`src/rtl/freq_gen_pkg.sv`:
```
// Shared types and constants for the frequency generator controller.
// Holds the FSM state encoding, the register map and the field widths.
package freq_gen_pkg;

  typedef enum logic [1:0] {
    ST_IDLE   = 2'd0,
    ST_LOAD   = 2'd1,
    ST_SETTLE = 2'd2,
    ST_RUN    = 2'd3
  } state_t;

  localparam logic [2:0] ADDR_CTRL   = 3'd0;
  localparam logic [2:0] ADDR_CHAN0  = 3'd1;
  localparam logic [2:0] ADDR_CHAN1  = 3'd2;
  localparam logic [2:0] ADDR_CHAN2  = 3'd3;
  localparam logic [2:0] ADDR_CHAN3  = 3'd4;
  localparam logic [2:0] ADDR_CONFIG = 3'd5;
  localparam logic [2:0] ADDR_DWELL  = 3'd6;
  localparam logic [2:0] ADDR_STATUS = 3'd7;

  localparam int OSR_W    = 2;
  localparam int LO_DIV_W = 3;
  localparam int F_C_W    = 30;
  localparam int CH_IDX_W = 2;

endpackage

```
`src/rtl/freq_gen_timer.sv`:
```
// Loadable down-counter with zero flag; saturates at zero.
// Shared between the settle interval and the RUN dwell interval.
module freq_gen_timer #(
  parameter int W = 24
) (
  input  logic         clk,
  input  logic         reset,
  input  logic         load,
  input  logic [W-1:0] load_val,
  output logic         zero
);

  logic [W-1:0] count_r;

  // Counter register: load wins, otherwise count down and stop at zero
  always_ff @(posedge clk) begin
    if (reset) begin
      count_r <= {W{1'b0}};
    end else if (load) begin
      count_r <= load_val;
    end else if (count_r != {W{1'b0}}) begin
      count_r <= count_r - W'(1);
    end else begin
      count_r <= count_r;
    end
  end

  assign zero = (count_r == {W{1'b0}});

endmodule

```
`src/rtl/freq_gen_ctrl.sv`:
```
// Frequency generator controller: register file, channel-hopping FSM and
// shadowed tuning outputs that only change when a channel is loaded.
module freq_gen_ctrl
  import freq_gen_pkg::*;
#(
  parameter int SETTLE_CYCLES = 16,
  parameter int DWELL_W       = 24
) (
  input  logic                clk,
  input  logic                reset,
  input  logic                cfg_we,
  input  logic [2:0]          cfg_addr,
  input  logic [31:0]         cfg_wdata,
  output logic [31:0]         cfg_rdata,
  output logic                gen_start,
  output logic [F_C_W-1:0]    gen_f_c,
  output logic [OSR_W-1:0]    gen_osr_level,
  output logic [LO_DIV_W-1:0] gen_lo_div_sel,
  output logic                busy,
  output logic                irq_hop
);

  logic                  enable_r;
  logic                  hop_en_r;
  logic [F_C_W-1:0]      chan_r [4];
  logic [OSR_W-1:0]      osr_r;
  logic [LO_DIV_W-1:0]   lo_div_r;
  logic [DWELL_W-1:0]    dwell_r;

  state_t                state_r;
  state_t                next_state_s;
  logic [CH_IDX_W-1:0]   ch_idx_r;
  logic                  dwell_act_r;
  logic                  gen_start_r;
  logic [F_C_W-1:0]      gen_f_c_r;
  logic [OSR_W-1:0]      gen_osr_r;
  logic [LO_DIV_W-1:0]   gen_lo_div_r;
  logic                  busy_r;
  logic                  irq_hop_r;

  logic                  tmr_load_s;
  logic [DWELL_W-1:0]    tmr_val_s;
  logic                  tmr_zero_s;
  logic                  hop_s;
  logic                  unused_wdata_s;

  assign unused_wdata_s = ^cfg_wdata[31:F_C_W];

  // Configuration registers; STATUS is read-only so address 7 is ignored
  always_ff @(posedge clk) begin
    if (reset) begin
      enable_r  <= 1'b0;
      hop_en_r  <= 1'b0;
      for (int i = 0; i < 4; i++) chan_r[i] <= {F_C_W{1'b0}};
      osr_r     <= {OSR_W{1'b0}};
      lo_div_r  <= {LO_DIV_W{1'b0}};
      dwell_r   <= {DWELL_W{1'b0}};
    end else if (cfg_we) begin
      case (cfg_addr)
        ADDR_CTRL: begin
          enable_r <= cfg_wdata[0];
          hop_en_r <= cfg_wdata[1];
        end
        ADDR_CHAN0:  chan_r[0] <= cfg_wdata[F_C_W-1:0];
        ADDR_CHAN1:  chan_r[1] <= cfg_wdata[F_C_W-1:0];
        ADDR_CHAN2:  chan_r[2] <= cfg_wdata[F_C_W-1:0];
        ADDR_CHAN3:  chan_r[3] <= cfg_wdata[F_C_W-1:0];
        ADDR_CONFIG: begin
          osr_r    <= cfg_wdata[OSR_W-1:0];
          lo_div_r <= cfg_wdata[OSR_W+LO_DIV_W-1:OSR_W];
        end
        ADDR_DWELL:  dwell_r <= cfg_wdata[DWELL_W-1:0];
        default: ;
      endcase
    end else begin
      enable_r <= enable_r;
    end
  end

  // Combinational read mux; unused bits read as zero
  always_comb begin
    cfg_rdata = 32'd0;
    case (cfg_addr)
      ADDR_CTRL:   cfg_rdata[1:0] = {hop_en_r, enable_r};
      ADDR_CHAN0:  cfg_rdata[F_C_W-1:0] = chan_r[0];
      ADDR_CHAN1:  cfg_rdata[F_C_W-1:0] = chan_r[1];
      ADDR_CHAN2:  cfg_rdata[F_C_W-1:0] = chan_r[2];
      ADDR_CHAN3:  cfg_rdata[F_C_W-1:0] = chan_r[3];
      ADDR_CONFIG: cfg_rdata[OSR_W+LO_DIV_W-1:0] = {lo_div_r, osr_r};
      ADDR_DWELL:  cfg_rdata[DWELL_W-1:0] = dwell_r;
      ADDR_STATUS: cfg_rdata[4:0] = {busy_r, ch_idx_r, state_r};
      default:     cfg_rdata = 32'd0;
    endcase
  end

  freq_gen_timer #(.W(DWELL_W)) u_timer (
    .clk      (clk),
    .reset    (reset),
    .load     (tmr_load_s),
    .load_val (tmr_val_s),
    .zero     (tmr_zero_s)
  );

  // Next-state logic; a low enable overrides everything, including a hop
  always_comb begin
    next_state_s = state_r;
    tmr_load_s   = 1'b0;
    tmr_val_s    = {DWELL_W{1'b0}};
    hop_s        = 1'b0;
    if (!enable_r) begin
      next_state_s = ST_IDLE;
    end else begin
      case (state_r)
        ST_IDLE: next_state_s = ST_LOAD;
        ST_LOAD: begin
          next_state_s = ST_SETTLE;
          tmr_load_s   = 1'b1;
          tmr_val_s    = DWELL_W'(SETTLE_CYCLES - 1);
        end
        ST_SETTLE: begin
          if (tmr_zero_s) begin
            next_state_s = ST_RUN;
            tmr_load_s   = 1'b1;
            tmr_val_s    = dwell_r - DWELL_W'(1);
          end else begin
            next_state_s = ST_SETTLE;
          end
        end
        ST_RUN: begin
          if (hop_en_r && dwell_act_r && tmr_zero_s) begin
            next_state_s = ST_LOAD;
            hop_s        = 1'b1;
          end else begin
            next_state_s = ST_RUN;
          end
        end
        default: next_state_s = ST_IDLE;
      endcase
    end
  end

  // State, channel index and registered generator outputs
  always_ff @(posedge clk) begin
    if (reset) begin
      state_r      <= ST_IDLE;
      ch_idx_r     <= {CH_IDX_W{1'b0}};
      dwell_act_r  <= 1'b0;
      gen_start_r  <= 1'b0;
      gen_f_c_r    <= {F_C_W{1'b0}};
      gen_osr_r    <= {OSR_W{1'b0}};
      gen_lo_div_r <= {LO_DIV_W{1'b0}};
      busy_r       <= 1'b0;
      irq_hop_r    <= 1'b0;
    end else begin
      state_r     <= next_state_s;
      gen_start_r <= (next_state_s == ST_RUN);
      busy_r      <= (next_state_s == ST_LOAD) || (next_state_s == ST_SETTLE);
      irq_hop_r   <= hop_s;
      if (hop_s) begin
        ch_idx_r <= ch_idx_r + CH_IDX_W'(1);
      end else begin
        ch_idx_r <= ch_idx_r;
      end
      // Shadowed settings reach the generator only on a completed LOAD
      if (state_r == ST_LOAD && next_state_s == ST_SETTLE) begin
        gen_f_c_r    <= chan_r[ch_idx_r];
        gen_osr_r    <= osr_r;
        gen_lo_div_r <= lo_div_r;
      end else begin
        gen_f_c_r    <= gen_f_c_r;
      end
      // Dwell validity is sampled at RUN entry so later writes wait their turn
      if (state_r == ST_SETTLE && next_state_s == ST_RUN) begin
        dwell_act_r <= (dwell_r != {DWELL_W{1'b0}});
      end else begin
        dwell_act_r <= dwell_act_r;
      end
    end
  end

  assign gen_start      = gen_start_r;
  assign gen_f_c        = gen_f_c_r;
  assign gen_osr_level  = gen_osr_r;
  assign gen_lo_div_sel = gen_lo_div_r;
  assign busy           = busy_r;
  assign irq_hop        = irq_hop_r;

endmodule

```
`config.mk`:
```
export PLATFORM = sky130hd
export DESIGN_NAME = freq_gen_ctrl
export DESIGN_NICKNAME = d
export VERILOG_FILES = /design/src/rtl/freq_gen_pkg.sv /design/src/rtl/freq_gen_timer.sv /design/src/rtl/freq_gen_ctrl.sv
export SDC_FILE = /design/constraint.sdc
export NUM_CORES = 1
export LEC_CHECK = 0
export CORE_MARGIN = 2
export CORE_UTILIZATION = 50
export DETAILED_ROUTE_END_ITERATION = 7
export PLACE_DENSITY = 0.71
export SLEW_MARGIN = 0
export SYNTH_ARGS = -nofsm -noshare
export SYNTH_HDL_FRONTEND = slang
export SYNTH_SLANG_ARGS = --single-unit
```
`constraint.sdc`:
```
create_clock -name clk -period 13.5 [get_ports clk]
set_input_delay 2.7 -clock clk [delete_from_list [all_inputs] [get_ports clk]]
set_output_delay 2.7 -clock clk [all_outputs]
set_load 0.01 [all_outputs]
```
After elaboration in Yosys (flattened, before gate mapping)
Memories as Yosys holds them, arrays and structs flattened. A register that Yosys moved wholly into a read port is not among the register bits. Cells that the tools add are included.

Word-level logic and storage cells: 90. Flip-flop bits (word level): 68. Memories kept: 1. Bits of input ports: 38. Memory bits (writable): 120.

Reduce and logical (&&, ||, !) cells: 14. Add/sub/neg operators: 3. Bitwise logic cells: 4. Eq/ne operators: 13. Mux-type cells: 41.

Memory list: chan_r (words 4, width 30, read ports 5, clocked after memory_dff 1, write ports 4, RTL line freq_gen_ctrl.sv:25) `logic [F_C_W-1:0] chan_r [4];`.

Operators with widths (number): 30-bit 2-to-1 mux (4); 24-bit 2-to-1 mux (4); 19-bit one-hot mux with 5 select lines (1); 24-bit one-hot mux with 2 select lines (1); 24-bit nonzero test (2); 24-bit by 1-bit subtractor with 24-bit output (second input constant) (2); 24-bit zero test (1); 1-bit 2-to-1 mux (24); 6-bit one-hot mux with 4 select lines (1); 3-bit one-hot mux with 7 select lines (1); 2-bit one-hot mux with 8 select lines (1); 3-bit == test (second input constant) (4); 2-bit == test (second input constant) (4); 2-bit one-hot mux with 4 select lines (1); 3-bit by 2-bit == test with 1-bit output (second input constant) (2); 2-bit AND reduction (3); 2-bit by 1-bit == test with 1-bit output (second input constant) (2); 1-bit logical AND (4); 2-bit 2-to-1 mux (2); 1-bit bitwise OR (4); 3-bit by 1-bit == test with 1-bit output (second input constant) (1); 3-bit zero test (1); 2-bit by 1-bit adder with 2-bit output (second input constant) (1); 2-bit zero test (1); other kinds (3) (3).

Longest topological paths before layout
Gate-level depths: netlist of the first run.

Depth in word-level cells: 7. Gate-level depth with buffers: 12. Depth with buffers taken out: 11.

Hierarchy
From an unflattened synthesis of the first run, not the netlist that was laid out.

Cell total of the unflattened synthesis: 1066. Area, all modules: 11094.4 µm².

By module, submodules not included: freq_gen_ctrl (instances 1, area each 9778.1 µm², sequential area each 5084.9 µm², cells each 901); freq_gen_timer (instances 1, area each 1316.3 µm², sequential area each 480.5 µm², cells each 165).

Worst setup path after synthesis of the first run
Ideal clock, no wire load.

Path type: in2out. Start: input port cfg_addr[0]. End: output port cfg_rdata[10]. Cell stages on the path: 6. Data required time: 10800 ps. Data arrival time: 4212 ps. Buffers on the path: 4. Slack: 6588 ps. Path through: buf_2 -> buf_1 -> clkbuf_1 -> nand2_1 -> clkbuf_1 -> o22ai_1.

Cells in the longest elaborated chain, start to end: 2.

Ends and longest elaborated chain: start: declaration (RTL line freq_gen_ctrl.sv:12) `input logic [2:0] cfg_addr,`; 3-bit == test (tied with other cells) (RTL line freq_gen_ctrl.sv:83) `case (cfg_addr)`; 19-bit one-hot mux with 5 select lines * (RTL line freq_gen_ctrl.sv:83); end: declaration (RTL line freq_gen_ctrl.sv:14) `output logic [31:0] cfg_rdata,`.

Mark *: on every way between the ends. The rest lies on a longest branch, timed or not.

Worst setup path after layout of the first run
Start: input port cfg_addr[2]. End: output port cfg_rdata[23].

The elaborated chain is that of the path after synthesis.

==> results.tsv, run 1 <==
metric	value	unit
timing.rr.end	gen_osr_level[1]	
critPathLaunch	cfg_addr[2]	
die_area	23090	um2
ir_drop	0.09530	mV
tritoncts	yes	
h-tree-depth	1	
finalSetupViolCount	0	
antenna_found_initial	0	
pin_count	108	
cp-start-kind	primary input	
netlist_instances	1018	
avgSynthCellArea	10.75	um2
synthArstFlopShare	0	%
max_slew_margin	29.49	%
clkSlewWorstSetupHoldPaths	50	ps
floorplan.initialDensity	50.62	%
cts_made_buffers	24	
p_leak	4.573	nW
wirelength	30260	um
grt_max_degree	70	
synth-edff-count	120	
dp_hpwl	18550	um
rsz0062_at_grt	false	
post_cts_resized	0	
fin_setup_tns	0	ps
gr-total-overflow	0	
rr_startpoint	u_timer.count_r[12]	
r2r_cells	9	
drv_cap	0	
powerDensity	144.0	nW/um2
netlist_area	10940	um2
hold_path.class	reg2reg	
area_delta_synth_final	18.17	%
drt_iter0_markers	579	
place_area	12200	um2
worstMarginPinSlew	1049	ps
cts_setup_buffers	0	
hold_depth	2	
cts_sinks	218	
vias	8339	
fin_nets	1143	
synthTopCellsByCount	nand2_1, and2_1, edfxtp_1	
max_freq	116.1	MHz
drc	0	
viasPerCell	5.986	
total_power	1.863	mW
ys.flop_type	edfxtp_1	
crit_fanout	37	
slew_viol_final	0	
synth_cell_types	69	
cts_max_path_buffers	3	
hold_end	gen_f_c[5]	
r2r_slack	9970	ps
wire_per_inst	21.72	um
grt_pass1_wl	47130	um
hold_violations	0	
yosys-top-cells-area	edfxtp_1, dfxtp_1, and2_1	
groute.usage.overall	25.74	%
rows	54	
cp_data_required_time	10800	ps
grt_pass1_vias	8543	
fin_worst_skew	7.786	ps
ant_nets	0	
yosysMostFrequentCell	nand2_1	
synth_top_area_share	32.93	%
fillers	1797	
hold_start	gen_f_c[5]	
yosysWarnings	0	
dr.pass1.iters	5	
cts-hold-fix-buffers	0	
stdcell_area	12930	um2
core	21620	um2
cts-root-buf	clkbuf_16	
ys_seq_elements	218	
antenna_cells	0	
layout-drive-gt1-share	11.77	%
die_w	151.9	um
synth_top_area_cell	edfxtp_1	
period_share	63.78	%
status	complete, no violations	
fin_crit	8610	ps
portBuffers	103	
ys_seq_area_share	50.85	%
worstSetupEndpointType	output pin	
critPathKind	in2out	
die_y	151.9	um
insertion_delay	520	ps
gp_congestion	0.8780	
crit_arrival	5910	ps
final_util	59.81	%
## routing by layer
layer	track usage [%]	up-vias	wire length, um
met1	33.96	4140	12750
met4	10.41	0	1030
met2	42.81	286	14530
met3	3.936	60	1940
li1	-	3853	-
met5	0	-	0
## worst max-delay path, stage by stage
cell and delay, ps:
clkdlybuf4s50_1 460, buf_4 470, clkinv_1 460, nand2_1 860, o22ai_1 350, clkdlybuf4s50_1 570
## per-stage QoR
step                instances  hold slack, ps  setup WS, ps
finish                   1393           451.7          4890
global route             1393           475.6          4807
global placement         1349           444.0          5026
detailed placement       1349           448.2          4986
floorplan                1019           441.1          6588
CTS                      1393           455.2          4976
## cell families after synthesis
kind of cell / after synthesis / synth area share, %
mux: 92 / 12.47
compound gates: 187 / 10.50
buf+inv: 86 / 3.235
fa+ha+maj: 10 / 1.143
simple gates: 389 / 18.97
flops: 218 / 50.85
xor+xnor: 35 / 2.801
other cells: 1 / 0.03426
## worst max path at each step
| stage | to | slack (ps) | depth (start not counted) |
|---|---|---|---|
| 2_1_floorplan | cfg_rdata[10] | 6590 | 6 |
| 3_3_place_gp | cfg_rdata[23] | 5030 | 6 |
| 3_5_place_dp | cfg_rdata[23] | 4990 | 6 |
| 4_1_cts | cfg_rdata[23] | 4980 | 6 |
| 5_1_grt | cfg_rdata[23] | 4810 | 6 |
| 6_report | cfg_rdata[23] | 4890 | 6 |
## sequential cells by signal (all words and copies together), names as in the netlist, 2 cells and up
name,flops
chan_r,120
gen_f_c,30
dwell_r,24
u_timer.count_r,24
gen_lo_div_sel,3
lo_div_r,3
ch_idx_r,2
gen_osr_level,2
osr_r,2
state_r,2
## layout by cell type, fill, tap and decap left out, drive strengths merged, types with 3 or more instances in the layout
master and instances:
clkbuf 41, o22ai 36, a31oi 3, and2 122, and3 5, nor2b 5, o31ai 6, mux2i 34
a211oi 5, buf 22, inv 13, mux4 33, xor2 16, a21oi 74, a221oi 4, edfxtp 120
mux2 25, nor2 41, nor4 13, nand3b 4, clkinv 4, clkdlybuf4s50 100, a22oi 28, xnor2 19
dfxtp 98, nand3 13, ha 10, nand2 143, o21ai 17, or3 5, or4 7, nor3 14
## power by group
group	internal (mW)	switching, mW
Clock	0.358	0.256
Combinational	0.193	0.249
Sequential	0.759	0.0475
Total	1.31	0.553
## cell type report
cell class                 count  area (um2)  area share (%)
sequential                   218        5567           43.04
multi-input combinational    715        5072           39.22
timing repair buffer         122        1161           8.978
clock buffer                  41       715.7           5.534
tap                          280       350.3           2.709
inverter                      14       52.55          0.4063
clock inverter                 3       13.76          0.1064
(Power assumes the default switching activity.)
==> run 2: changes to the inputs <==
--- a/config.mk
+++ b/config.mk
@@ -8,7 +8,7 @@
 export CORE_MARGIN = 2
 export CORE_UTILIZATION = 50
 export DETAILED_ROUTE_END_ITERATION = 7
-export PLACE_DENSITY = 0.71
+export PLACE_DENSITY = 0.74
 export SLEW_MARGIN = 0
 export SYNTH_ARGS = -nofsm -noshare
 export SYNTH_HDL_FRONTEND = slang
==> constraint.sdc (replaced) <==
create_clock -name clk -period 7.7 [get_ports clk]
set_input_delay 1.54 -clock clk [delete_from_list [all_inputs] [get_ports clk]]
set_output_delay 1.54 -clock clk [all_outputs]
set_load 0.01 [all_outputs]
==> results.tsv, run 2 (same netlist as run 1, synthesis figures left out) <==
metric	value	unit	change
cts_made_buffers	23		-4.2%
fin_worst_skew	9.804	ps	+2.018 ps
sw_frac_of_total	29.88	%	+0.20 points
gp_congestion	0.9165		+4.4%
wirelength	29600	um	-2.2%
p_leak	4.563	nW	-0.20%
cp.depth	7		+1
wire_per_inst	21.32	um	-1.8%
cts_max_path_buffers	3		unchanged
total_power	3.287	mW	+76%
ir_drop	0.1466	mV	+54%
drc	0		unchanged
grt_pass1_vias	8228		-3.7%
dr.pass1.iters	5		unchanged
r2r_cells	9		unchanged
antenna_cells	0		unchanged
drt_iter0_markers	769		+33%
max_flop_register	chan_r		
hold_violations	0		unchanged
antenna_found_initial	0		unchanged
grt_max_degree	57		-19%
hold_path.class	reg2reg		
stdcell_area	12920	um2	about the same
max_freq	171.0	MHz	
multi_input_area	5072	um2	unchanged
cp-start-kind	primary input		
critPathKind	in2out		
groute.usage.overall	25.33	%	-0.41 points
clockPowerShare	33.2	%	+0.2 points
portBuffers	103		unchanged
p_comb_share	23.8	%	about the same
h-tree-depth	1		unchanged
die_y	151.9	um	unchanged
rsz0062_at_grt	false		
hold_depth	2		unchanged
crit_fanout	20		-46%
path_buf_inv	4		unchanged
fin_nets	1140		-0.26%
status	complete, no violations		
critPathMostFrequentCell	clkdlybuf4s50_1		
final_cell_mix	nand2_1, and2_1, edfxtp_1		
finalSetupViolCount	0		unchanged
layout-drive-gt1-share	12.00	%	+0.23 points
rows	54		unchanged
worstSetupEndpointType	output pin		
cp_data_required_time	6160	ps	-4640 ps
crit_arrival	4310	ps	-1600 ps
critPathMaxStageDelay	630	ps	-230 ps
cts_setup_buffers	0		unchanged
regArea	5567	um2	unchanged
pin_count	108		unchanged
switchingPower	982.0	uW	+78%
final_util	59.77	%	about the same
post_cts_resized	0		unchanged
core	21620	um2	unchanged
die_area	23090	um2	unchanged
gr-total-overflow	0		unchanged
fillers	1800		+0.17%
path_cells	clkdlybuf4s50_1 -> clkinv_1 -> nor2_1 -> buf_4 -> a22oi_1 -> o22ai_1 -> clkdlybuf4s50_1		
insertion_delay	510	ps	about the same
period_share	75.96	%	
viasPerCell	6.019		+0.55%
cts-hold-fix-buffers	0		unchanged
grt_pass1_wl	46590	um	-1.1%
seqPwrFrac	43.0	%	-0.3 points
powerDensity	254.4	nW/um2	+77%
vias	8355		+0.19%
max_slew_margin	16.10	%	-13 points
ant_nets	0		unchanged
place_area	12190	um2	-0.14%
tritoncts	yes		
slew_viol_final	0		unchanged
cts_sinks	218		unchanged
largest_reg_flops	120		unchanged
clkSlewWorstSetupHoldPaths	60	ps	about the same
crit_family	buffers and inverters		
floorplan.initialDensity	50.62	%	unchanged
area_delta_synth_final	18.07	%	about the same
fin_setup_tns	0	ps	unchanged
layout_commonest_cell	nand2_1		
cts-root-buf	clkbuf_16		
dp_hpwl	18590	um	+0.21%
die_w	151.9	um	unchanged
worstMarginPinSlew	1255	ps	+206.1 ps
fin_crit	5849	ps	
drv_cap	0		unchanged
slowest_stage	clkdlybuf4s50_1		
intPower	2.305	mW	+76%
[run 2: worst register-to-register path: cells and delay by family (launching register included)]
kind,cells,cell delay (ps)
AOI/OAI and AO/OA,2,320
adders and majority gates,1,240
buffers and inverters,1,430
DFF,1,350
and+or+nand+nor,5,2100
[run 2: area by class of cell]
| cell class | instances | share of cell area, % |
|---|---|---|
| sequential | 218 | 43.08 |
| tap | 280 | 2.711 |
| multi-input combinational | 715 | 39.25 |
| clock inverter | 12 | 0.9198 |
| clock buffer | 29 | 4.783 |
| inverter | 14 | 0.4067 |
| timing repair buffer | 120 | 8.850 |
[run 2: stage by stage]
step / worst slack, ps / hold slack, ps / cells
final: 1851 / 451.2 / 1388
after global routing: 1803 / 467.7 / 1388
after CTS: 1955 / 456.6 / 1388
after detailed placement: 1908 / 448.3 / 1347
after global placement: 2024 / 443.9 / 1347
after floorplan: 2749 / 441.1 / 1019
[run 2: path summary, 6_finish.rpt]
path | slack [ps] | endpoint | startpoint
setup / recovery | 1850 | cfg_rdata[23] | cfg_addr[2]
hold reg to reg | 450 | gen_lo_div_sel[1] | gen_lo_div_sel[1]
setup reg to reg | 4180 | gen_osr_level[1] | u_timer.count_r[12]
hold / removal | 450 | gen_lo_div_sel[1] | gen_lo_div_sel[1]
[run 2: power groups by stage]
| stage | registers (mW) | clock network [mW] | logic [mW] |
|---|---|---|---|
| after floorplan | 1.42 | 0 | 0.607 |
| after global placement | 1.43 | 0 | 0.748 |
| after detailed placement | 1.44 | 0 | 0.766 |
| after CTS | 1.41 | 1.10 | 0.770 |
| after global routing | 1.43 | 1.16 | 0.857 |
| final | 1.41 | 1.09 | 0.781 |
[run 2: layer usage]
layer | GRT usage (%) | part of all wire [%] | vias to the layer above
li1 | - | - | 3857
met1 | 34.54 | 41 | 4080
met2 | 42.17 | 48 | 380
met3 | 4.250 | 8.6 | 38
met4 | 6.898 | 2.0 | 0
met5 | 0 | 0 | -
==> run 3: changes to the inputs <==
==> constraint.sdc (replaced) <==
create_clock -name clk -period 5.26 [get_ports clk]
set_input_delay 1.052 -clock clk [delete_from_list [all_inputs] [get_ports clk]]
set_output_delay 1.052 -clock clk [all_outputs]
set_load 0.01 [all_outputs]
==> results.tsv, run 3 (same netlist as run 1, synthesis figures left out) <==
metric	value	unit	change
drv_cap	0		unchanged
slew_viol_final	0		unchanged
h-tree-depth	1		unchanged
max_slew_margin	21.24	%	+5.1 points
path_cells	clkdlybuf4s50_1 -> buf_4 -> nor2b_1 -> a22oi_1 -> o22ai_1 -> clkdlybuf4s50_1		
rows	54		unchanged
viasPerCell	6.060		+0.68%
max_freq	214.4	MHz	
worstSetupEndpoint	cfg_rdata[27]		
max_flop_register	chan_r		
powerDensity	379.0	nW/um2	+49%
crit_family	buffers and inverters		
post_cts_resized	0		unchanged
ir_drop	0.2776	mV	+89%
floorplan.initialDensity	50.62	%	unchanged
multi_input_area	5072	um2	unchanged
cts-hold-fix-buffers	0		unchanged
drt_iter0_markers	747		-2.9%
finalSetupViolCount	0		unchanged
dr.pass1.iters	5		unchanged
grt_pass1_vias	8318		+1.1%
wirelength	30440	um	+2.8%
gp_congestion	0.8803		-3.9%
slowest_stage	nor2b_1		
grt_max_degree	67		+18%
dp_hpwl	18840	um	+1.4%
fillers	1782		-1.0%
r2r_cells	9		unchanged
pin_count	108		unchanged
timing.rr.end	gen_f_c[8]		
die_y	151.9	um	unchanged
critPathKind	in2out		
p_leak	4.616	nW	+1.2%
drc	0		unchanged
cp-start-kind	primary input		
rsz0062_at_grt	false		
worst_hold_slack	450.6	ps	-0.5660 ps
cts-root-buf	clkbuf_16		
area_delta_synth_final	19.05	%	
die_area	23090	um2	unchanged
path_buf_inv	3		-1
crit_arrival	3610	ps	-700 ps
r2r_slack	1620	ps	-2560 ps
critPathLaunch	cfg_addr[2]		
regArea	5567	um2	unchanged
final_cell_mix	nand2_1, and2_1, edfxtp_1		
clkSlewWorstSetupHoldPaths	60	ps	about the same
core	21620	um2	unchanged
ant_nets	0		unchanged
crit_fanout	36		+80%
gr-total-overflow	0		unchanged
critPathMaxStageDelay	730	ps	+100 ps
antenna_found_initial	1		+1
wire_per_inst	21.80	um	+2.3%
worstSetupEndpointType	output pin		
portBuffers	103		unchanged
grt_pass1_wl	46860	um	+0.59%
layout-drive-gt1-share	12.38	%	+0.37 points
fin_nets	1145		+0.44%
vias	8460		+1.3%
fin_crit	4664	ps	
rr_startpoint	u_timer.count_r[12]		
status	complete, no violations		
cts_max_path_buffers	3		unchanged
hold_violations	0		unchanged
insertion_delay	520	ps	about the same
largest_reg_flops	120		unchanged
cp_data_required_time	4210	ps	-1950 ps
groute.usage.overall	25.60	%	+0.27 points
cts_setup_buffers	0		unchanged
tritoncts	yes		
cts_made_buffers	24		+4.3%
hold_path.class	reg2reg		
die_w	151.9	um	unchanged
fin_worst_skew	10.91	ps	+1.104 ps
period_share	88.67	%	
layout_commonest_cell	nand2_1		
critPathMostFrequentCell	clkdlybuf4s50_1		
cts_sinks	218		unchanged
worstMarginPinSlew	1178	ps	-76.98 ps
cp.depth	6		-1
fin_setup_tns	0	ps	unchanged
run 3: cell types whose count changed in the layout (fill, tap and decap cells not counted):
cell,before,now
buf_12,0,1
buf_4,17,20
clkbuf_1,4,8
clkinv_1,4,2
clkbuf_16,23,25
clkinv_4,2,0
diode_2,0,1
bufinv_16,2,3
clkbuf_8,2,1
clkinv_2,3,4
run 3: worst min path at each step:
stage                            from          endpoint  slack [ps]  cells past startpoint
after floorplan              osr_r[1]  gen_osr_level[1]         440                      2
after global placement    gen_f_c[19]       gen_f_c[19]         440                      2
after detailed placement  gen_f_c[22]       gen_f_c[22]         450                      2
after CTS                 gen_f_c[22]       gen_f_c[22]         460                      2
after global routing      gen_f_c[22]       gen_f_c[22]         470                      2
final                     gen_f_c[13]       gen_f_c[13]         450                      2
run 3: metrics by stage:
| step | cells | instance area, um2 | util [%] | worst slack (ps) | total power [mW] |
|---|---|---|---|---|---|
| after floorplan | 1019 | 10950 | - | 796.7 | 2.962 |
| after global placement | 1351 | 12230 | 56.56 | 774.4 | 3.191 |
| after detailed placement | 1351 | 12230 | 56.56 | 697.3 | 3.228 |
| after CTS | 1395 | 13030 | 60.25 | 691.9 | 4.930 |
| after global routing | 1396 | 13030 | 60.26 | 584.2 | 5.126 |
| final | 1396 | 13030 | 60.26 | 595.8 | 4.938 |
run 3: metal layers:
metal  vias up  global-route usage (%)  routed length, um
met2       370                   42.66              14580
met1      4175                   33.79              12540
met5         -                       0                  0
li1       3845                       -                  -
met4         0                   10.77               1119
met3        70                   3.508               2197
run 3: area by class of cell:
type / count / area share (%)
inverters: 14 / 0.4033
well taps: 280 / 2.689
clock buffers: 34 / 5.138
multi-input cells: 715 / 38.93
diodes: 1 / 0.01921
flip-flops and latches: 218 / 42.73
clock inverters: 10 / 0.9892
repair buffers: 124 / 9.104
run 3: power by group:
part | internal (mW) | switching [mW] | leakage, nW
sequential | 1.95 | 0.126 | 1.95
combinational | 0.498 | 0.650 | 2.28
clock | 1.03 | 0.683 | 0.385
run 3: worst reg2reg max path, delay by kind of cell, from the launching register on:
kind                       cells  cell delay, ps
DFF                            1             360
and+or+nand+nor                5            2190
AOI/OAI and AO/OA              2             330
buffers and inverters          1             430
adders and majority gates      1             250
